[src/rtl/mem_arbiter.sv]
`default_nettype none
// ============================================================================
// Module   : mem_arbiter
// Purpose  : Round-robin arbiter sharing one data-memory port between the
//            instruction refill path (I) and the data cache (D).
// Revision : 1.0
// ============================================================================
module mem_arbiter #(
    parameter int MEM_RD_LAT = 1,
    parameter int AW         = 16
) (
    input  logic          clk,
    input  logic          rst,

    input  logic          i_req,
    input  logic [7:0]    i_we,
    input  logic [AW-1:0] i_addr,
    input  logic [63:0]   i_wdata,
    output logic          i_ack,
    output logic [63:0]   i_rdata,

    input  logic          d_req,
    input  logic [7:0]    d_we,
    input  logic [AW-1:0] d_addr,
    input  logic [63:0]   d_wdata,
    output logic          d_ack,
    output logic [63:0]   d_rdata,

    output logic [AW-1:0] rdaddress,
    output logic          rden,
    input  logic [63:0]   read_data,

    output logic [AW-1:0] wraddress,
    output logic [7:0]    wren,
    output logic [63:0]   write_data,

    output logic          busy,
    output logic          owner
);

    localparam int CW = $clog2(MEM_RD_LAT) + 1;

    typedef enum logic [2:0] {
        S_IDLE = 3'd0,
        S_RD   = 3'd1,
        S_WAIT = 3'd2,
        S_WR   = 3'd3,
        S_RESP = 3'd4
    } state_t;

    state_t          r_state;
    state_t          w_next;

    logic            r_owner;
    logic            r_last_grant;
    logic [AW-1:0]   r_addr;
    logic [7:0]      r_we;
    logic [63:0]     r_wdata;
    logic [63:0]     r_i_rdata;
    logic [63:0]     r_d_rdata;
    logic [CW-1:0]   r_cnt;

    logic            w_any_req;
    logic            w_grant_d;
    logic            w_cnt_done;
    logic [7:0]      w_sel_we;
    logic [AW-1:0]   w_sel_addr;
    logic [63:0]     w_sel_wdata;

    // On a tie D wins unless it was the last one granted.
    always_comb begin
        w_any_req   = i_req | d_req;
        w_grant_d   = d_req & (~i_req | ~r_last_grant);
        w_cnt_done  = (r_cnt == CW'(MEM_RD_LAT - 1));
        w_sel_we    = w_grant_d ? d_we    : i_we;
        w_sel_addr  = w_grant_d ? d_addr  : i_addr;
        w_sel_wdata = w_grant_d ? d_wdata : i_wdata;
    end

    always_ff @(posedge clk or posedge rst) begin
        if (rst) begin
            r_state <= S_IDLE;
        end else begin
            r_state <= w_next;
        end
    end

    always_comb begin
        w_next = r_state;
        case (r_state)
            S_IDLE: begin
                if (w_any_req) begin
                    w_next = (w_sel_we != 8'h00) ? S_WR : S_RD;
                end
            end
            S_RD:   w_next = S_WAIT;
            S_WAIT: begin
                if (w_cnt_done) begin
                    w_next = S_RESP;
                end
            end
            S_WR:   w_next = S_RESP;
            S_RESP: w_next = S_IDLE;
            default: w_next = S_IDLE;
        endcase
    end

    always_ff @(posedge clk or posedge rst) begin
        if (rst) begin
            r_owner      <= 1'b0;
            r_last_grant <= 1'b0;
            r_addr       <= '0;
            r_we         <= '0;
            r_wdata      <= '0;
            r_i_rdata    <= '0;
            r_d_rdata    <= '0;
            r_cnt        <= '0;
        end else begin
            if (r_state == S_IDLE && w_any_req) begin
                r_owner      <= w_grant_d;
                r_last_grant <= w_grant_d;
                r_addr       <= w_sel_addr;
                r_we         <= w_sel_we;
                r_wdata      <= w_sel_wdata;
            end

            if (r_state == S_RD) begin
                r_cnt <= '0;
            end else if (r_state == S_WAIT && !w_cnt_done) begin
                r_cnt <= r_cnt + 1'b1;
            end

            // Only the owner's read register is updated; the other holds.
            if (r_state == S_WAIT && w_cnt_done) begin
                if (r_owner) begin
                    r_d_rdata <= read_data;
                end else begin
                    r_i_rdata <= read_data;
                end
            end
        end
    end

    assign rden       = (r_state == S_RD);
    assign wren       = (r_state == S_WR) ? r_we : 8'h00;
    assign rdaddress  = r_addr;
    assign wraddress  = r_addr;
    assign write_data = r_wdata;
    assign i_ack      = (r_state == S_RESP) & ~r_owner;
    assign d_ack      = (r_state == S_RESP) &  r_owner;
    assign i_rdata    = r_i_rdata;
    assign d_rdata    = r_d_rdata;
    assign busy       = (r_state != S_IDLE);
    assign owner      = r_owner;

endmodule
`default_nettype wire

[config.mk]
export PLATFORM = sky130hd
export DESIGN_NAME = mem_arbiter
export DESIGN_NICKNAME = d
export VERILOG_FILES = /design/src/rtl/mem_arbiter.sv
export SDC_FILE = /design/constraint.sdc
export NUM_CORES = 1
export LEC_CHECK = 0
export BUFFER_PORTS_ARGS = -buffer_cell sky130_fd_sc_hd__buf_2
export CAP_MARGIN = 20
export CORE_MARGIN = 10
export CORE_UTILIZATION = 35
export DETAILED_ROUTE_END_ITERATION = 16
export GPL_TIMING_DRIVEN = 0
export MAX_ROUTING_LAYER = met4
export SETUP_SLACK_MARGIN = 0.4
export SKIP_CTS_REPAIR_TIMING = 1
export SLEW_MARGIN = 0
export SYNTH_ARGS = -nofsm -noshare
export SYNTH_HDL_FRONTEND = slang
export SYNTH_SLANG_ARGS = --single-unit
[constraint.sdc]
create_clock -name clk -period 8 [get_ports clk]
set_input_delay 0 -clock clk [delete_from_list [all_inputs] [get_ports clk]]
set_output_delay 0 -clock clk [all_outputs]
set_load 0.05 [all_outputs]
==> results of run 1 <==
## metrics by stage
step                hold slack [ps]  total power, mW  utilization
finish                        -16.9             7.71        0.574
global route                   15.3             8.04        0.574
CTS                            -355             7.62        0.487
detailed placement              187             6.50        0.459
global placement                244             6.45        0.457
floorplan                       149             5.39            -
## cell type report
type                            count  area (sq um)  area share
Antenna cell                        7          17.5     0.00110
Buffer                             49           373      0.0234
Clock buffer                       36           707      0.0444
Clock inverter                      8          68.8     0.00432
Inverter                            2          15.0    0.000943
Multi-Input combinational cell    338          3890       0.244
Sequential cell                   221          5530       0.348
Tap cell                          378           473      0.0297
Timing Repair Buffer              722          4840       0.304
## power groups by stage
stage	sequential (mW)	combinational (mW)	clock (mW)
floorplan	3.92	1.46	0
global placement	2.01	4.45	0
detailed placement	2.02	4.48	0
CTS	2.01	4.48	1.12
global route	2.09	4.77	1.17
finish	2.02	4.60	1.10
## sequential cells by signal (all words and copies together), names as in the netlist
signal,cells
r_we,8
d_rdata,64
r_state,3
r_last_grant,1
write_data,64
r_cnt,1
i_rdata,64
rdaddress,16
## cell families after synthesis
logic type	after synthesis	synth area share
buf+inv	51	0.0388
xor+xnor	1	0.000894
compound gates	5	0.00383
flops	221	0.564
simple gates	27	0.0185
mux	305	0.374
## per-layer routing
metal,global-route usage,vias up
met5,-,-
met4,0.0403,0
met3,0.0446,80
met2,0.311,313
met1,0.213,3972
li1,-,3668
## cells in the mapped netlist, types with 2 or more instances
master | n | area, sq um
or4_1 | 2 | 15.0
buf_2 | 19 | 95.1
nor2b_1 | 2 | 12.5
inv_1 | 2 | 7.51
buf_4 | 16 | 120
buf_12 | 6 | 120
clkbuf_1 | 7 | 26.3
and2_1 | 8 | 50.1
dfrtp_1 | 221 | 5530
nor2_1 | 5 | 18.8
mux2_2 | 244 | 2750
nor4_1 | 2 | 12.5
mux2_4 | 60 | 901
## final timing paths
check                                               from                          to  slack (ps)  depth (start not counted)
min in group asynchronous                            rst   write_data[4]$_DFFE_PP0P_         160                          3
worst min register to register   i_rdata[10]$_DFFE_PP0P_     i_rdata[10]$_DFFE_PP0P_         500                          1
worst max register to register  r_last_grant$_DFFE_PP0P_  write_data[11]$_DFFE_PP0P_        4820                          6
worst max-delay path            r_last_grant$_DFFE_PP0P_  write_data[11]$_DFFE_PP0P_        4820                          6
max in group asynchronous                            rst     i_rdata[61]$_DFFE_PP0P_        6830                          4
worst min-delay path                               d_req      r_state[1]$_DFFE_PP0P_         -20                          4
## worst max-delay path: stages (launching register included)
cell and delay, ps:
dfrtp_1 470, a21boi_0 180, clkbuf_1 580, clkbuf_1 540, mux2_2 420, dlygate4sd3_1 600
mux2_2 270
==> results.toml, run 1 <==
[yosys]
synth_seq_cells = 221
synth_cell_types = 29
synthArstFlopShare = 1.00
synth-seq-area-share = 0.564
synth_area_per_cell_sq_um = 16.1
syn_area_sq_mm = 0.00980
synth-edff-count = 0
netlist_instances = 610
yosysWarnings = 0
syn_nets = 854
synth_ff_type = "dfrtp_1"

[floorplan]
fp.dieW_um = 187
start_util = 0.354
die_h_um = 187
core_area_sq_mm = 0.0277
num_rows = 61
ios = 481
die_area_sq_mm = 0.0351

[route]
met2_wirelength_mm = 18.2
ant_nets = 0
drc = 0
wl_met1_mm = 13.9
wl_per_cell_um = 20.2
drt-vias-per-instance = 4.56
drtIter0Drc = 304
routed_wl_mm = 35.6
dr.pass1.iters = 4
via_count = 8033
maxUsedRoutingLayer = "met4"
met3WireLength_mm = 2.34

[sta]
post-route-min-period_ps = 3180
slew_viol_final = 0
tightest_slew_ps = 825
setup_violations = 0
fin_setup_tns_ps = 0
max_slew_margin = 0.446
fin_crit_sh = 0.397
hold_violations = 1
finalClockSkew_ps = 9.36
fmax_ghz = 0.315
setup_ws_ps = 4820
rsz0062_at_grt = "false"
hold_ws_ps = -16.9

[outcome]
failed_checks = "hold timing"
status = "finished, violations left"

[layout]
area_growth_pct = 62.4
design_area_sq_mm = 0.0159
final_cell_mix = "buf_2, mux2_2, dlygate4sd3_1"
drive_above_1_share = 0.631
final_cells = 1761
fillers = 2262
final_nets = 1603
final_common_cell = "buf_2"

[place]
dp_hpwl_mm = 25.9
port_buffers = 480
place_congestion = 0.880
dp_slack_ps = 5340
place_area_sq_mm = 0.0127
dpl.cell_count = 1469

[clock_tree]
clock_latency_ps = 510
cts-root-buf = "clkbuf_16"
cts.clk_slew.worst_paths_ps = 60
cts_buffer_depth = 3
cts.sinks = 221
cts_tree = "done"
numCtsBuffers = 25
h-tree-depth = 1

[critical_path]
cp-start-kind = "flip-flop"
worst-setup-path-type = "flip-flop to flip-flop"
worstPathRequired_ps = 8400
critPathCaptureType = "flip-flop"
cp_max_fo = 10
cp.arrival_ps = 3570

[global_route]
grt_max_degree = 121
antenna_found_initial = 6
track_usage = 0.182
overflow = 0
grt_pass1_vias = 7766
grt_pass1_wl_mm = 48.8

[job]
maxCapViolCount = 0

[power_and_ir_drop]
swShare = 0.501
p_comb_frac = 0.596
leakage_nw = 7.74
ir_drop_v = 0.000358
p_seq_frac = 0.262
power.share.clock = 0.142
power-per-cell-area_mw_per_mm2 = 485
switching_power_mw = 3.87
internal-power_mw = 3.85

[worst_hold_path]
min_path_type = "input pin to flip-flop"
(Power assumes the default switching activity.)
==> inputs of run 2 (changes only) <==
==> constraint.sdc (replaced) <==
create_clock -name clk -period 3 [get_ports clk]
set_input_delay 0 -clock clk [delete_from_list [all_inputs] [get_ports clk]]
set_output_delay 0 -clock clk [all_outputs]
set_load 0.05 [all_outputs]
==> run 2 against run 1 <==
Against the previous run:
- the run now ends clean
- via count up 0.85%
- non-clock buffer count up 5
- final cell count up 0.23%
- combinational power rose to 2.6 times the previous value
- clock power rose to 2.8 times the previous value
- register-to-register slack worse by 4200 ps
- worst hold slack better by 60 ps
- cell area up 0.90%
- routed wire length up 2.9%
- power rose to 2.7 times the previous value
- utilization up 0.51 points
- critical path type unchanged
- largest cell class unchanged
==> results.toml, run 2 (synthesized netlist as in run 1, its figures left out) <==
[outcome]
status = "completed"

[critical_path]
path_cells = "a21boi_0 > clkbuf_2 > clkbuf_1 > mux2_2 > mux2_2"
critPathCaptureType = "flip-flop"
cp-start-kind = "flip-flop"
crit_buf_inv = 2
cp_slowest_stage_delay_ps = 520
cp_max_fo = 10
cp.depth = 5
cp.arrival_ps = 2810
crit_top_cell = "mux2_2"
slowest_stage = "clkbuf_1"
r2r-start = "r_last_grant$_DFFE_PP0P_"
cp_top_family = "buffers and inverters"
r2r-end = "write_data[12]$_DFFE_PP0P_"
worst-setup-path-type = "flip-flop to flip-flop"
critPathCapture = "write_data[12]$_DFFE_PP0P_"
r2r_cells = 5
regToRegSetupSlack_ps = 580
crit_path_start = "r_last_grant$_DFFE_PP0P_"
worstPathRequired_ps = 3390

[route]
drt-vias-per-instance = 4.59
wl_per_cell_um = 20.8
dr.pass1.iters = 4
via_count = 8101
routed_wl_mm = 36.6
drtIter0Drc = 311
drc = 0
ant_nets = 0

[global_route]
grt_pass1_wl_mm = 48.7
grt_pass1_vias = 7860
grt_max_degree = 42
overflow = 0
track_usage = 0.181
antenna_found_initial = 6

[sta]
fmax_ghz = 0.414
tightest_slew_ps = 800
finalClockSkew_ps = 10.8
slew_viol_final = 0
rsz0062_at_grt = "false"
setup_violations = 0
hold_ws_ps = 43.6
max_slew_margin = 0.463
post-route-min-period_ps = 2420
hold_violations = 0
fin_crit_sh = 0.806

[clock_tree]
cts_buffer_depth = 3
h-tree-depth = 1
cts-root-buf = "clkbuf_16"
clock_latency_ps = 510
numCtsBuffers = 24
cts_tree = "done"
cts.clk_slew.worst_paths_ps = 60
cts.sinks = 221

[floorplan]
start_util = 0.354
fp.dieW_um = 187
num_rows = 61
die_h_um = 187
ios = 481
die_area_sq_mm = 0.0351
core_area_sq_mm = 0.0277

[layout]
final_common_cell = "buf_2"
drive_above_1_share = 0.633
design_area_sq_mm = 0.0161
final_nets = 1607
final_cell_mix = "buf_2, mux2_2, dlygate4sd3_1"
area_growth_pct = 63.9
fin_util = 0.580

[power_and_ir_drop]
internal-power_mw = 10.3
ir_drop_v = 0.000919
power-per-cell-area_mw_per_mm2 = 1290
switching_power_mw = 10.3
p_seq_frac = 0.262
power.share.clock = 0.151
power_mw = 20.6
p_comb_frac = 0.588
leakage_nw = 7.81
swShare = 0.499

[place]
port_buffers = 480
place_area_sq_mm = 0.0128
dp_hpwl_mm = 26.1
place_congestion = 0.890

[worst_hold_path]
min_from = "d_req"
min_path_type = "input pin to flip-flop"

[job]
maxCapViolCount = 0
==> run 2: worst register-to-register path: stages (launching register included) <==
cell	delay [ps]
dfrtp_1	490
a21boi_0	210
clkbuf_2	350
clkbuf_1	530
mux2_2	440
mux2_2	270
==> run 2: layout make-up <==
cell class,count,area (sq um)
Multi-Input combinational cell,338,3890
Clock buffer,37,721
Fill cell,2250,11600
Timing Repair Buffer,727,4930
Antenna cell,6,15.0
Tap cell,378,473
Clock inverter,7,110
Inverter,2,11.3
Sequential cell,221,5530
Buffer,49,374
==> run 2: worst min-delay path by stage <==
stage | to | slack, ps | cells after the start
2_1_floorplan | d_rdata[0]$_DFFE_PP0P_ | 150 | 1
3_3_place_gp | d_rdata[25]$_DFFE_PP0P_ | 240 | 2
3_5_place_dp | write_data[28]$_DFFE_PP0P_ | 50 | 2
4_1_cts | write_data[38]$_DFFE_PP0P_ | -510 | 2
5_1_grt | r_state[1]$_DFFE_PP0P_ | 60 | 4
6_report | r_state[1]$_DFFE_PP0P_ | 40 | 4
==> run 2: power by group through the flow <==
stage	registers [mW]	clock network [mW]	logic, mW
global placement	5.36	0	11.8
floorplan	10.5	0	3.90
detailed placement	5.39	0	11.9
finish	5.40	3.11	12.1
CTS	5.38	3.19	11.9
global route	5.60	3.31	12.6
==> run 2: per-layer routing <==
| layer | wire length (um) | vias up | GRT usage |
|---|---|---|---|
| li1 | - | 3681 | - |
| met1 | 14300 | 4024 | 0.213 |
| met2 | 19000 | 312 | 0.309 |
| met3 | 2170 | 84 | 0.0388 |
| met4 | 1150 | 0 | 0.0434 |
| met5 | 0 | - | - |
==> run 2: metrics by stage <==
| step | cells | TNS [ps] | setup WS, ps |
|---|---|---|---|
| after floorplan | 610 | 0 | 118 |
| after global placement | 1468 | -298380 | -1370 |
| after detailed placement | 1474 | 0 | 376 |
| after CTS | 1518 | 0 | 360 |
| after global routing | 1765 | 0 | 517 |
| final | 1765 | 0 | 583 |
